### config.mk
export PLATFORM = sky130hd
export DESIGN_NAME = chanels_serializer_flat
export DESIGN_NICKNAME = d
export VERILOG_FILES = /design/src/rtl/chanels_serializer_if.sv /design/src/rtl/chanels_serializer.sv /design/src/flat_wrapper.sv
export SDC_FILE = /design/constraint.sdc
export NUM_CORES = 1
export LEC_CHECK = 0
export CORE_ASPECT_RATIO = 0.75
export CORE_MARGIN = 1.5
export CORE_UTILIZATION = 33
export DETAILED_ROUTE_END_ITERATION = 10
export PLACE_DENSITY_LB_ADDON = 0.05
export SLEW_MARGIN = 20
export SYNTH_ARGS = -nofsm -noshare
export SYNTH_HDL_FRONTEND = slang
export SYNTH_SLANG_ARGS = --single-unit
export TNS_END_PERCENT = 30
### constraint.sdc
create_clock -name clk -period 2.8 [get_ports clk]
set_input_delay 0.28 -clock clk [delete_from_list [all_inputs] [get_ports clk]]
set_output_delay 0.28 -clock clk [all_outputs]
set_load 0.02 [all_outputs]
### src/rtl/chanels_serializer_if.sv
// Per-channel sample strobes/data and the serialized output bundle of chanels_serializer.
interface chanels_serializer_if #(
  parameter int CHANELS = 4,
  parameter int WIDTH   = 32
);
  localparam int AW = $clog2(CHANELS);

  logic [CHANELS-1:0]            i_vld;
  logic [CHANELS-1:0][WIDTH-1:0] i_ac;
  logic [CHANELS-1:0][WIDTH-1:0] i_ph;
  logic                          i_ovf_clr;
  logic                          o_vld;
  logic [AW-1:0]                 o_addres;
  logic [WIDTH-1:0]              o_ac;
  logic [WIDTH-1:0]              o_ph;
  logic [CHANELS-1:0]            o_ovf;
  logic [CHANELS-1:0]            o_pend;

  modport master (
    output i_vld, i_ac, i_ph, i_ovf_clr,
    input  o_vld, o_addres, o_ac, o_ph, o_ovf, o_pend
  );

  modport slave (
    input  i_vld, i_ac, i_ph, i_ovf_clr,
    output o_vld, o_addres, o_ac, o_ph, o_ovf, o_pend
  );
endinterface

### src/rtl/chanels_serializer.sv
// Round-robin serializer: one 1-deep holding register per channel, one output sample per cycle.
module chanels_serializer #(
  parameter int CHANELS = 4,
  parameter int WIDTH   = 32
) (
  input logic                 clk,
  input logic                 rstn,
  chanels_serializer_if.slave bus
);
  localparam int AW = $clog2(CHANELS);
  localparam logic [AW-1:0] LAST = AW'(CHANELS - 1);

  logic [CHANELS-1:0]            pend_q, pend_d;
  logic [CHANELS-1:0]            ovf_q, ovf_d;
  logic [CHANELS-1:0][WIDTH-1:0] hac_q, hac_d;
  logic [CHANELS-1:0][WIDTH-1:0] hph_q, hph_d;
  logic [AW-1:0]                 rr_q, rr_d;
  logic                          ovld_q;
  logic [AW-1:0]                 oaddr_q;
  logic [WIDTH-1:0]              oac_q, oph_q;
  logic                          gnt_vld;
  logic [AW-1:0]                 gnt_idx;

  // Search starts at rr_q and wraps at CHANELS, so non-power-of-two counts never visit unused slots.
  always_comb begin : arb
    int unsigned idx;
    gnt_vld = 1'b0;
    gnt_idx = '0;
    idx     = 0;
    for (int unsigned i = 0; i < CHANELS; i++) begin
      idx = 32'(rr_q) + i;
      if (idx >= unsigned'(CHANELS)) idx = idx - unsigned'(CHANELS);
      if (!gnt_vld && pend_q[AW'(idx)]) begin
        gnt_vld = 1'b1;
        gnt_idx = AW'(idx);
      end
    end
  end

  always_comb begin
    pend_d = pend_q;
    ovf_d  = bus.i_ovf_clr ? '0 : ovf_q;
    hac_d  = hac_q;
    hph_d  = hph_q;
    rr_d   = rr_q;
    if (gnt_vld) begin
      pend_d[gnt_idx] = 1'b0;
      rr_d            = (gnt_idx == LAST) ? '0 : gnt_idx + 1'b1;
    end
    // A granted channel frees its slot this edge, so a same-cycle strobe refills it instead of overflowing.
    for (int unsigned k = 0; k < CHANELS; k++) begin
      if (bus.i_vld[k]) begin
        if (!pend_q[k] || (gnt_vld && gnt_idx == AW'(k))) begin
          pend_d[k] = 1'b1;
          hac_d[k]  = bus.i_ac[k];
          hph_d[k]  = bus.i_ph[k];
        end else begin
          ovf_d[k] = 1'b1;
        end
      end
    end
  end

  always_ff @(posedge clk or negedge rstn) begin
    if (!rstn) begin
      pend_q  <= '0;
      ovf_q   <= '0;
      hac_q   <= '0;
      hph_q   <= '0;
      rr_q    <= '0;
      ovld_q  <= 1'b0;
      oaddr_q <= '0;
      oac_q   <= '0;
      oph_q   <= '0;
    end else begin
      pend_q <= pend_d;
      ovf_q  <= ovf_d;
      hac_q  <= hac_d;
      hph_q  <= hph_d;
      rr_q   <= rr_d;
      ovld_q <= gnt_vld;
      if (gnt_vld) begin
        oaddr_q <= gnt_idx;
        oac_q   <= hac_q[gnt_idx];
        oph_q   <= hph_q[gnt_idx];
      end
    end
  end

  assign bus.o_vld    = ovld_q;
  assign bus.o_addres = oaddr_q;
  assign bus.o_ac     = oac_q;
  assign bus.o_ph     = oph_q;
  assign bus.o_ovf    = ovf_q;
  assign bus.o_pend   = pend_q;
endmodule

### src/flat_wrapper.sv
// flat-port wrapper written by rule: the top's interface ports become plain ports
module chanels_serializer_flat 
#(
  parameter int CHANELS = 4,
  parameter int WIDTH   = 32
)
  (clk, rstn, bus_i_vld, bus_i_ac, bus_i_ph, bus_i_ovf_clr, bus_o_vld, bus_o_addres, bus_o_ac, bus_o_ph, bus_o_ovf, bus_o_pend);
  chanels_serializer_if #(.CHANELS(CHANELS), .WIDTH(WIDTH)) bus_i ();
  input logic clk;
  input logic rstn;
  input wire logic [$bits(bus_i.i_vld)-1:0] bus_i_vld;
  input wire logic [$bits(bus_i.i_ac)-1:0] bus_i_ac;
  input wire logic [$bits(bus_i.i_ph)-1:0] bus_i_ph;
  input wire logic [$bits(bus_i.i_ovf_clr)-1:0] bus_i_ovf_clr;
  output wire logic [$bits(bus_i.o_vld)-1:0] bus_o_vld;
  output wire logic [$bits(bus_i.o_addres)-1:0] bus_o_addres;
  output wire logic [$bits(bus_i.o_ac)-1:0] bus_o_ac;
  output wire logic [$bits(bus_i.o_ph)-1:0] bus_o_ph;
  output wire logic [$bits(bus_i.o_ovf)-1:0] bus_o_ovf;
  output wire logic [$bits(bus_i.o_pend)-1:0] bus_o_pend;
  assign bus_i.i_vld = bus_i_vld;
  assign bus_i.i_ac = bus_i_ac;
  assign bus_i.i_ph = bus_i_ph;
  assign bus_i.i_ovf_clr = bus_i_ovf_clr;
  assign bus_o_vld = bus_i.o_vld;
  assign bus_o_addres = bus_i.o_addres;
  assign bus_o_ac = bus_i.o_ac;
  assign bus_o_ph = bus_i.o_ph;
  assign bus_o_ovf = bus_i.o_ovf;
  assign bus_o_pend = bus_i.o_pend;
  chanels_serializer #(.CHANELS(CHANELS), .WIDTH(WIDTH)) u_core (.clk(clk), .rstn(rstn), .bus(bus_i));
endmodule
== Yosys cells after proc, flatten, opt, wreduce, memory -nomap -nowiden ==
Index checks and enable logic that the tools add are counted.
Storage, ports and cells
  logic and storage cells: 107
  output and inout bits: 75
  input port bits: 263
  register bits: 333
Cells by class
  equality and inequality tests: 3
  magnitude comparators: 10
  bitwise operators: 2
  muxes and demuxes: 45
  reductions and logical operators: 24
  $add $sub $neg: 8
Operators with widths (number)
  $bmux 32 s2: 2
  $mux 32: 2
  $mux 1: 25
  $mux 2: 9
  $lt 2x3->1 const B: 5
  $ge 3x3->1 const B: 3
  $bmux 1 s2: 4
  $logic_and 1x1->1: 8
  $mux 4: 2
  $reduce_and 2->1: 4
  $sub 2x1->2 const B: 4
  $logic_not 1->1: 7
  $add 2x2->3 const B: 2
  $and 4x4->4: 1
  $eq 2x2->1 const B: 2
  $logic_or 1x1->1: 4
  $not 4->4: 1
  $add 2x1->3 const B: 1
  $ge 2x3->1 const B: 1
  $add 2x1->2 const B: 1
  $demux 1 s2: 1
  $eq 2x1->1 const B: 1
  $ge 2x1->1 const B: 1
  $logic_not 2->1: 1

== Longest topological paths before layout ==
Gate-level depths: netlist of the first run.
  depth after elaboration: 23
  mapped depth: 12
  depth with buffers taken out: 9

== Least setup slack after synthesis of the first run ==
Ideal clock, no wire load.
  path kind: reg-to-reg
  start point: register u_core.pend_q[3], in the netlist u_core.bus.o_pend[3]
  end point: register u_core.hac_q[34] in the netlist's numbering
  library setup time: 0.125 ns
  path buffers: 3
  required time: 2.675 ns
  slack: 0.032 ns
  data arrival time: 2.643 ns
  stages on the path, launching flop included: 12
  cells stage by stage: dfrtp_1 o21ai_0 o21ai_0 a2bb2oi_1 buf_2 buf_1 inv_1 ha_1 nand2b_1 nand2_1 buf_2 mux2_2
Between the ends
  longest elaborated chain between the ends: 16
  elaborated cells on any way between the ends: 26
RTL lines
  start, declared: RTL line chanels_serializer.sv:13  | logic [CHANELS-1:0] pend_q, pend_d;
  start signal, assigned: RTL line chanels_serializer.sv:76  | pend_q <= pend_d;
  $bmux 1 s2: RTL line chanels_serializer.sv:33  | if (!gnt_vld && pend_q[AW'(idx)]) begin
  $mux 1 (not written as such): RTL line chanels_serializer.sv:33
  $mux 1: RTL line chanels_serializer.sv:33
  $logic_not 1->1: RTL line chanels_serializer.sv:33
  $logic_and 1x1->1: RTL line chanels_serializer.sv:33
  $mux 1: RTL line chanels_serializer.sv:33
  $logic_not 1->1: RTL line chanels_serializer.sv:33
  $logic_and 1x1->1: RTL line chanels_serializer.sv:33
  $mux 1: RTL line chanels_serializer.sv:33
  $logic_not 1->1: RTL line chanels_serializer.sv:33
  $logic_and 1x1->1: RTL line chanels_serializer.sv:33
  $mux 2: RTL line chanels_serializer.sv:33
  $eq 2x1->1: RTL line chanels_serializer.sv:53  | if (!pend_q[k] || (gnt_vld && gnt_idx == AW'(k))) begin
  $logic_and 1x1->1 (*): RTL line chanels_serializer.sv:53
  $logic_or 1x1->1 (*): RTL line chanels_serializer.sv:53
  $reduce_and 2->1 (no line) (*)
  end signal, assigned: RTL line chanels_serializer.sv:68  | hac_q <= '0;
  end signal, assigned: RTL line chanels_serializer.sv:78  | hac_q <= hac_d;
  end, declared: RTL line chanels_serializer.sv:15  | logic [CHANELS-1:0][WIDTH-1:0] hac_q, hac_d;
Mark *: on every way between the ends. The rest lies on a longest branch, timed or not. The select of a mux whose other input is x is not followed.
A chain may end at the register's enable or synchronous reset.

== Final worst setup path of the first run ==
  start point: register u_core.rr_q[0]
  end point: register u_core.hac_q[58] in the netlist's numbering
Between the ends
  longest elaborated chain between the ends: 18
  elaborated cells on any way between the ends: 41
RTL lines
  start, declared: RTL line chanels_serializer.sv:17  | logic [AW-1:0] rr_q, rr_d;
  start signal, assigned: RTL line chanels_serializer.sv:80  | rr_q <= rr_d;
  branches (longest 15 deep; another with $add 2x1->3)
  $logic_and 1x1->1 (*): RTL line chanels_serializer.sv:53
  $logic_or 1x1->1 (*): RTL line chanels_serializer.sv:53
  $reduce_and 2->1 (no line) (*)
Every way passes the cells marked *. The select of a mux whose other input is x is not followed.

==> results.toml, run 1 <==
[synthesis]
synthAdderAreaFrac_pct = 0.0884
synthFlopType = "dfrtp_1"
yosys-top-cells-count = "dfrtp_1 (333), mux2_2 (251), nand2_1 (136), nor2_1 (68)"
ys_top_cells_by_area = "dfrtp_1 (59%), mux2_2 (20%), a311oi_1 (4.0%)"
synth_top_family_by_area = "multiplexers"
synth-async-reset-ratio_pct = 100
synth_seq_area_share_pct = 58.9
synth_cells = 1116
syn-num-nets = 1380
synth_edf_count = 0
syn_avg_cell_area_um2 = 12.7
synth-simple-area-share_pct = 8.71
synth.most_common_cell = "dfrtp_1"
netlist_area_um2 = 14200
yosysTopAreaCell = "dfrtp_1"
synth_top_cell_area_share_pct = 58.9
synth-compound-area-share_pct = 8.42
yosys_warnings = 0
ys_types = 33
synth-xor-area-share_pct = 0
synth_seq_cells = 333
muxShareOfSynthArea_pct = 20.4

[floorplanning]
die_y_um = 182
core-area_um2 = 42200
die_area_um2 = 44200
die_w_um = 242
start_util_pct = 33.5
ios = 338
fp-row-count = 65

[detailed_routing]
drt-initial-drc-count = 388
drcViolationCount = 0
dr_total_vias = 10084
vias_per_cell = 4.95
firstDrtPassIters = 5
antenna_left = 0
wl_per_cell_um = 22.2
wirelength_um = 45200

[power]
p_total_w = 0.0257
p_per_area_nw_per_um2 = 1320
p_leak_nw = 8.20
peakVddDrop_uv = 1590

[clocking]
cts.sinks = 333
htree_levels = 2
cts_buffers = 38
insertion_delay_ns = 0.53
cts-resized-gates = 0
root_buffer = "clkbuf_16"
max-clock-path-buffers = 3
clk_pin_slew_ns = 0.06
cts_tree = "yes"
postCtsSetupRepairBufs = 0

[layout]
nNetsFinal = 1700
fin_util_pct = 46.2
post_route_cells_drive_above_1_share_pct = 24.0
area_growth_pct = 37.8

[worst_setup_path]
cpMaxStageDelayCell = "dfrtp_1"
cpPeakStageDelay_ns = 0.45
r2r_slack_ns = 0.22
cp.arrival_ns = 2.98
path_cells = "inv_1, o21ai_0, o21ai_0, a2bb2oi_4, inv_1, ha_1, nand2b_1, nand2_4, buf_12, mux2_2"
cp-end-kind = "register"
cp.required_ns = 3.20
cp_max_fo = 31
worst-setup-path-type = "register to register"
crit_path_start_kind = "register"

[sta]
finalMaxSlewViolations = 0
setup_viol_count_final = 0
grt_setup_unrepaired = "no"
slew_headroom_pct = 27.3
min_period_ns = 2.58
tightest_slew_ns = 1.09
finalClockSkew_ns = 0.0169
finalHoldViolCount = 0
fmax_mhz = 387
tns_ns = 0
hold_ws_ns = 0.287
finalCritPeriodShare_pct = 92.3

[placed_design]
gp_congestion = 0.768
portBuffers = 337
hpwl_um = 28200

[global_routing]
grt.overflow.total = 0
grt_pass1_vias = 10723
antenna_found_initial = 11
grt_pass1_wl_um = 68300
grt_usage_pct = 20.4
grt_max_degree = 130

[outcome]
status = "completed"

[hold_path]
hold_path.class = "input port to async pin"

[run]
drv_cap = 0
## placed cells by master, fill, tap and decap left out, drive strengths merged
cell and instances:
dfrtp 333, o21ai 4, nand2 138, a32oi 1
a21boi 1, inv 14, mux2i 1, o221ai 1
clkinv 8, clkdlybuf4s50 336, nand2b 6, bufinv 4
or2 1, diode 7, a211oi 65, buf 26
clkinvlp 4, a21o 4, and3 64, ha 1
nor4 1, o22ai 3, a2bb2oi 1, nor2 68
mux2 256, clkbuf 48, nand3 1, a21oi 6
a311oi 64, dlygate4sd3 1
## kinds of logic after synthesis
kind of cell | count (synthesis)
DFF | 333
AOI/OAI and AO/OA | 150
adders and majority gates | 1
and+or+nand+nor | 279
buffers and inverters | 96
muxes | 257
## repair_timing
item,4_1_cts,5_1_grt
hold endpoints to repair,56,0
hold buffers,1,0
setup endpoints to repair,0,0
## final timing paths
| path | depth (start not counted) | startpoint | endpoint |
|---|---|---|---|
| worst max-delay path | 10 | u_core.rr_q[0] | u_core.hac_q[58] |
| worst min-delay path | 2 | rstn | u_core.bus.o_vld |
| worst max register to register | 10 | u_core.rr_q[0] | u_core.hac_q[58] |
| worst min register to register | 2 | u_core.bus.o_addres[0] | u_core.bus.o_addres[0] |
| max in group asynchronous | 3 | rstn | u_core.bus.o_ph[15] |
| min in group clk | 2 | bus_i_ac[68] | u_core.hac_q[68] |
## area by class of cell
class,instances,area [um2]
Clock buffer,48,1050
Sequential cell,333,8330
Multi-Input combinational cell,687,5400
Antenna cell,7,17.5
Fill cell,3881,22700
Tap cell,569,712
Inverter,13,48.8
Timing Repair Buffer,363,3750
Clock inverter,17,199
## power by group
part | internal, W | total, W | switching, W
logic | 0.00556 | 0.0119 | 0.00637
clock network | 0.00302 | 0.00506 | 0.00203
registers | 0.00742 | 0.00872 | 0.00130
## metal layers
layer	vias to the layer above	global-route usage (%)	wire (um)
li1	4684	-	-
met4	10	4.48	734
met3	61	4.87	2440
met5	-	0	69
met2	231	32.6	21100
met1	5098	28.0	20900
## worst max-delay path: cells and delay by family, from the launching register on
family | cells | cell delay (ns)
buffers and inverters | 3 | 0.53
AO/OA/AOI/OAI | 3 | 0.47
flip-flops | 1 | 0.45
AND/OR/NAND/NOR | 2 | 0.44
multiplexers | 1 | 0.37
adder cells (fa/ha/maj) | 1 | 0.18
## per-stage QoR
stage	area, um2	std cells	worst slack (ns)
after floorplan	14200	1116	0.0320
after global placement	18200	1964	0.331
after detailed placement	18200	1964	0.269
after CTS	19500	2030	0.234
after global routing	19500	2031	0.0889
final	19500	2037	0.217
## state kept, by name, indices dropped and copies added, names as in the netlist
name	count
u_core.bus.o_pend	4
u_core.bus.o_ac	32
u_core.bus.o_ovf	4
u_core.bus.o_addres	2
u_core.bus.o_vld	1
u_core.hac_q	128
u_core.bus.o_ph	32
u_core.hph_q	128
u_core.rr_q	2
Power figures use the tool's default switching activity.
==> run 2: changes to the inputs <==
--- a/config.mk
+++ b/config.mk
@@ -8,6 +8,7 @@
 export CORE_ASPECT_RATIO = 0.75
 export CORE_MARGIN = 1.5
 export CORE_UTILIZATION = 33
+export CTS_BUF_LIST = sky130_fd_sc_hd__clkbuf_8 sky130_fd_sc_hd__clkbuf_16
 export DETAILED_ROUTE_END_ITERATION = 10
 export PLACE_DENSITY_LB_ADDON = 0.05
 export SLEW_MARGIN = 20
==> run 2 against run 1 <==
Compared with the run above:
- hold slack improved by 0.0013 ns
- sequential power about the same
- via count down 0.16%
- clock power is essentially flat
==> results.toml, run 2 (synthesized netlist as in run 1, its figures left out) <==
[placed_design]
dpl_worst_slack_ns = 0.269
hpwl_um = 28200
post_dp_cell_area_um2 = 18200
gp_congestion = 0.768
portBuffers = 337
place_inst = 1964

[layout]
layout.cells.non_filler = 2037
fill_cells = 3881
area_growth_pct = 37.8
post_route_cells_drive_above_1_share_pct = 24.0
mostFrequentLayoutCell = "clkdlybuf4s50_1"
nNetsFinal = 1700
layout_common_cells = "clkdlybuf4s50_1 (336), dfrtp_1 (333), mux2_2 (251)"
fin_area_um2 = 19500
reg_top3 = "u_core.hac_q (128), u_core.hph_q (128)"

[worst_setup_path]
r2r-end = "u_core.hac_q[58]"
r2r_cells = 10
cp_max_fo = 31
worst-setup-path-type = "register to register"
cp.required_ns = 3.20
crit_path_start_kind = "register"
timing.rr.start = "u_core.rr_q[0]"
r2r_slack_ns = 0.23
cp.arrival_ns = 2.97
cp-end-kind = "register"

[floorplanning]
ios = 338
core-area_um2 = 42200
die_w_um = 242
die_area_um2 = 44200
die_y_um = 182
start_util_pct = 33.5
fp-row-count = 65

[clocking]
clk_pin_slew_ns = 0.06
htree_levels = 2
insertion_delay_ns = 0.53
root_buffer = "clkbuf_16"
cts.sinks = 333
cts_buffers = 38
max-clock-path-buffers = 3
postCtsSetupRepairBufs = 0
cts_tree = "yes"

[detailed_routing]
antenna_left = 0
drt-initial-drc-count = 398
firstDrtPassIters = 4
wirelength_um = 45100
vias_per_cell = 4.94
wl_per_cell_um = 22.2
dr_total_vias = 10068
drcViolationCount = 0

[run]
drv_cap = 0

[outcome]
status = "completed"

[global_routing]
grt.overflow.total = 0
grt_pass1_vias = 10724
antenna_found_initial = 11
grt_max_degree = 130
grt_pass1_wl_um = 68300
grt_usage_pct = 20.4

[sta]
finalMaxSlewViolations = 0
grt_setup_unrepaired = "no"
finalCritPeriodShare_pct = 91.9
tightest_slew_ns = 1.09
finalHoldViolCount = 0
tns_ns = 0
hold_ws_ns = 0.288
finalClockSkew_ns = 0.0154
setup_viol_count_final = 0
slew_headroom_pct = 27.5
fmax_mhz = 389
min_period_ns = 2.57
final.setup.worst_slack_ns = 0.226

[hold_path]
hold_path.class = "input port to async pin"

[power]
p_leak_nw = 8.22
peakVddDrop_uv = 1580
p_per_area_nw_per_um2 = 1320
run 2: cell count changes in the layout (fill, tap and decap cells not counted):
cell and delta:
clkbuf_1 -5, inv_1 +5
run 2: power breakdown:
| part | internal, W | switching (W) |
|---|---|---|
| Sequential | 0.00742 | 0.00130 |
| Clock | 0.00300 | 0.00204 |
| Combinational | 0.00556 | 0.00637 |
run 2: layout make-up:
| class | count | area [um2] | area share, % |
|---|---|---|---|
| Tap cell | 569 | 712 | 3.65 |
| Timing Repair Buffer | 363 | 3750 | 19.2 |
| Clock buffer | 43 | 1030 | 5.28 |
| Sequential cell | 333 | 8330 | 42.7 |
| Multi-Input combinational cell | 687 | 5400 | 27.7 |
| Antenna cell | 7 | 17.5 | 0.0898 |
| Inverter | 13 | 48.8 | 0.250 |
| Clock inverter | 22 | 218 | 1.12 |
run 2: how the worst max path moves through the flow:
stage | slack, ns | cells past startpoint | from | end
finish | 0.23 | 10 | u_core.rr_q[0] | u_core.hac_q[58]
global route | 0.09 | 10 | u_core.rr_q[0] | u_core.hac_q[58]
CTS | 0.23 | 10 | u_core.rr_q[0] | u_core.hac_q[58]
detailed placement | 0.27 | 10 | u_core.rr_q[0] | u_core.hac_q[58]
global placement | 0.33 | 10 | u_core.rr_q[0] | u_core.hac_q[54]
floorplan | 0.03 | 11 | u_core.bus.o_pend[3] | u_core.hac_q[34]
run 2: per-stage QoR:
step,total power (W),utilization (%)
2_1_floorplan,0.0164,-
5_1_grt,0.0274,46.2
3_5_place_dp,0.0209,43.2
6_report,0.0257,46.2
3_3_place_gp,0.0207,43.2
4_1_cts,0.0260,46.2
run 2: worst max-delay path, cell delays in order, from the launching register on:
cell and delay, ns:
dfrtp_1 0.45, inv_1 0.21, o21ai_0 0.11, o21ai_0 0.18, a2bb2oi_4 0.17, inv_1 0.05
ha_1 0.18, nand2b_1 0.20, nand2_4 0.24, buf_12 0.25, mux2_2 0.37
run 2: routing by layer:
layer	GRT usage (%)	vias to the layer above	wire length (um)
met5	0	-	69
met4	4.48	10	732
met3	4.87	61	2410
met2	32.6	229	21000
met1	28.0	5082	20900
li1	-	4686	-
run 2: timing repair:
action	in CTS	in global routing
endpoints found under the hold margin	56	0
resized for setup	0	0
hold buffers	1	0
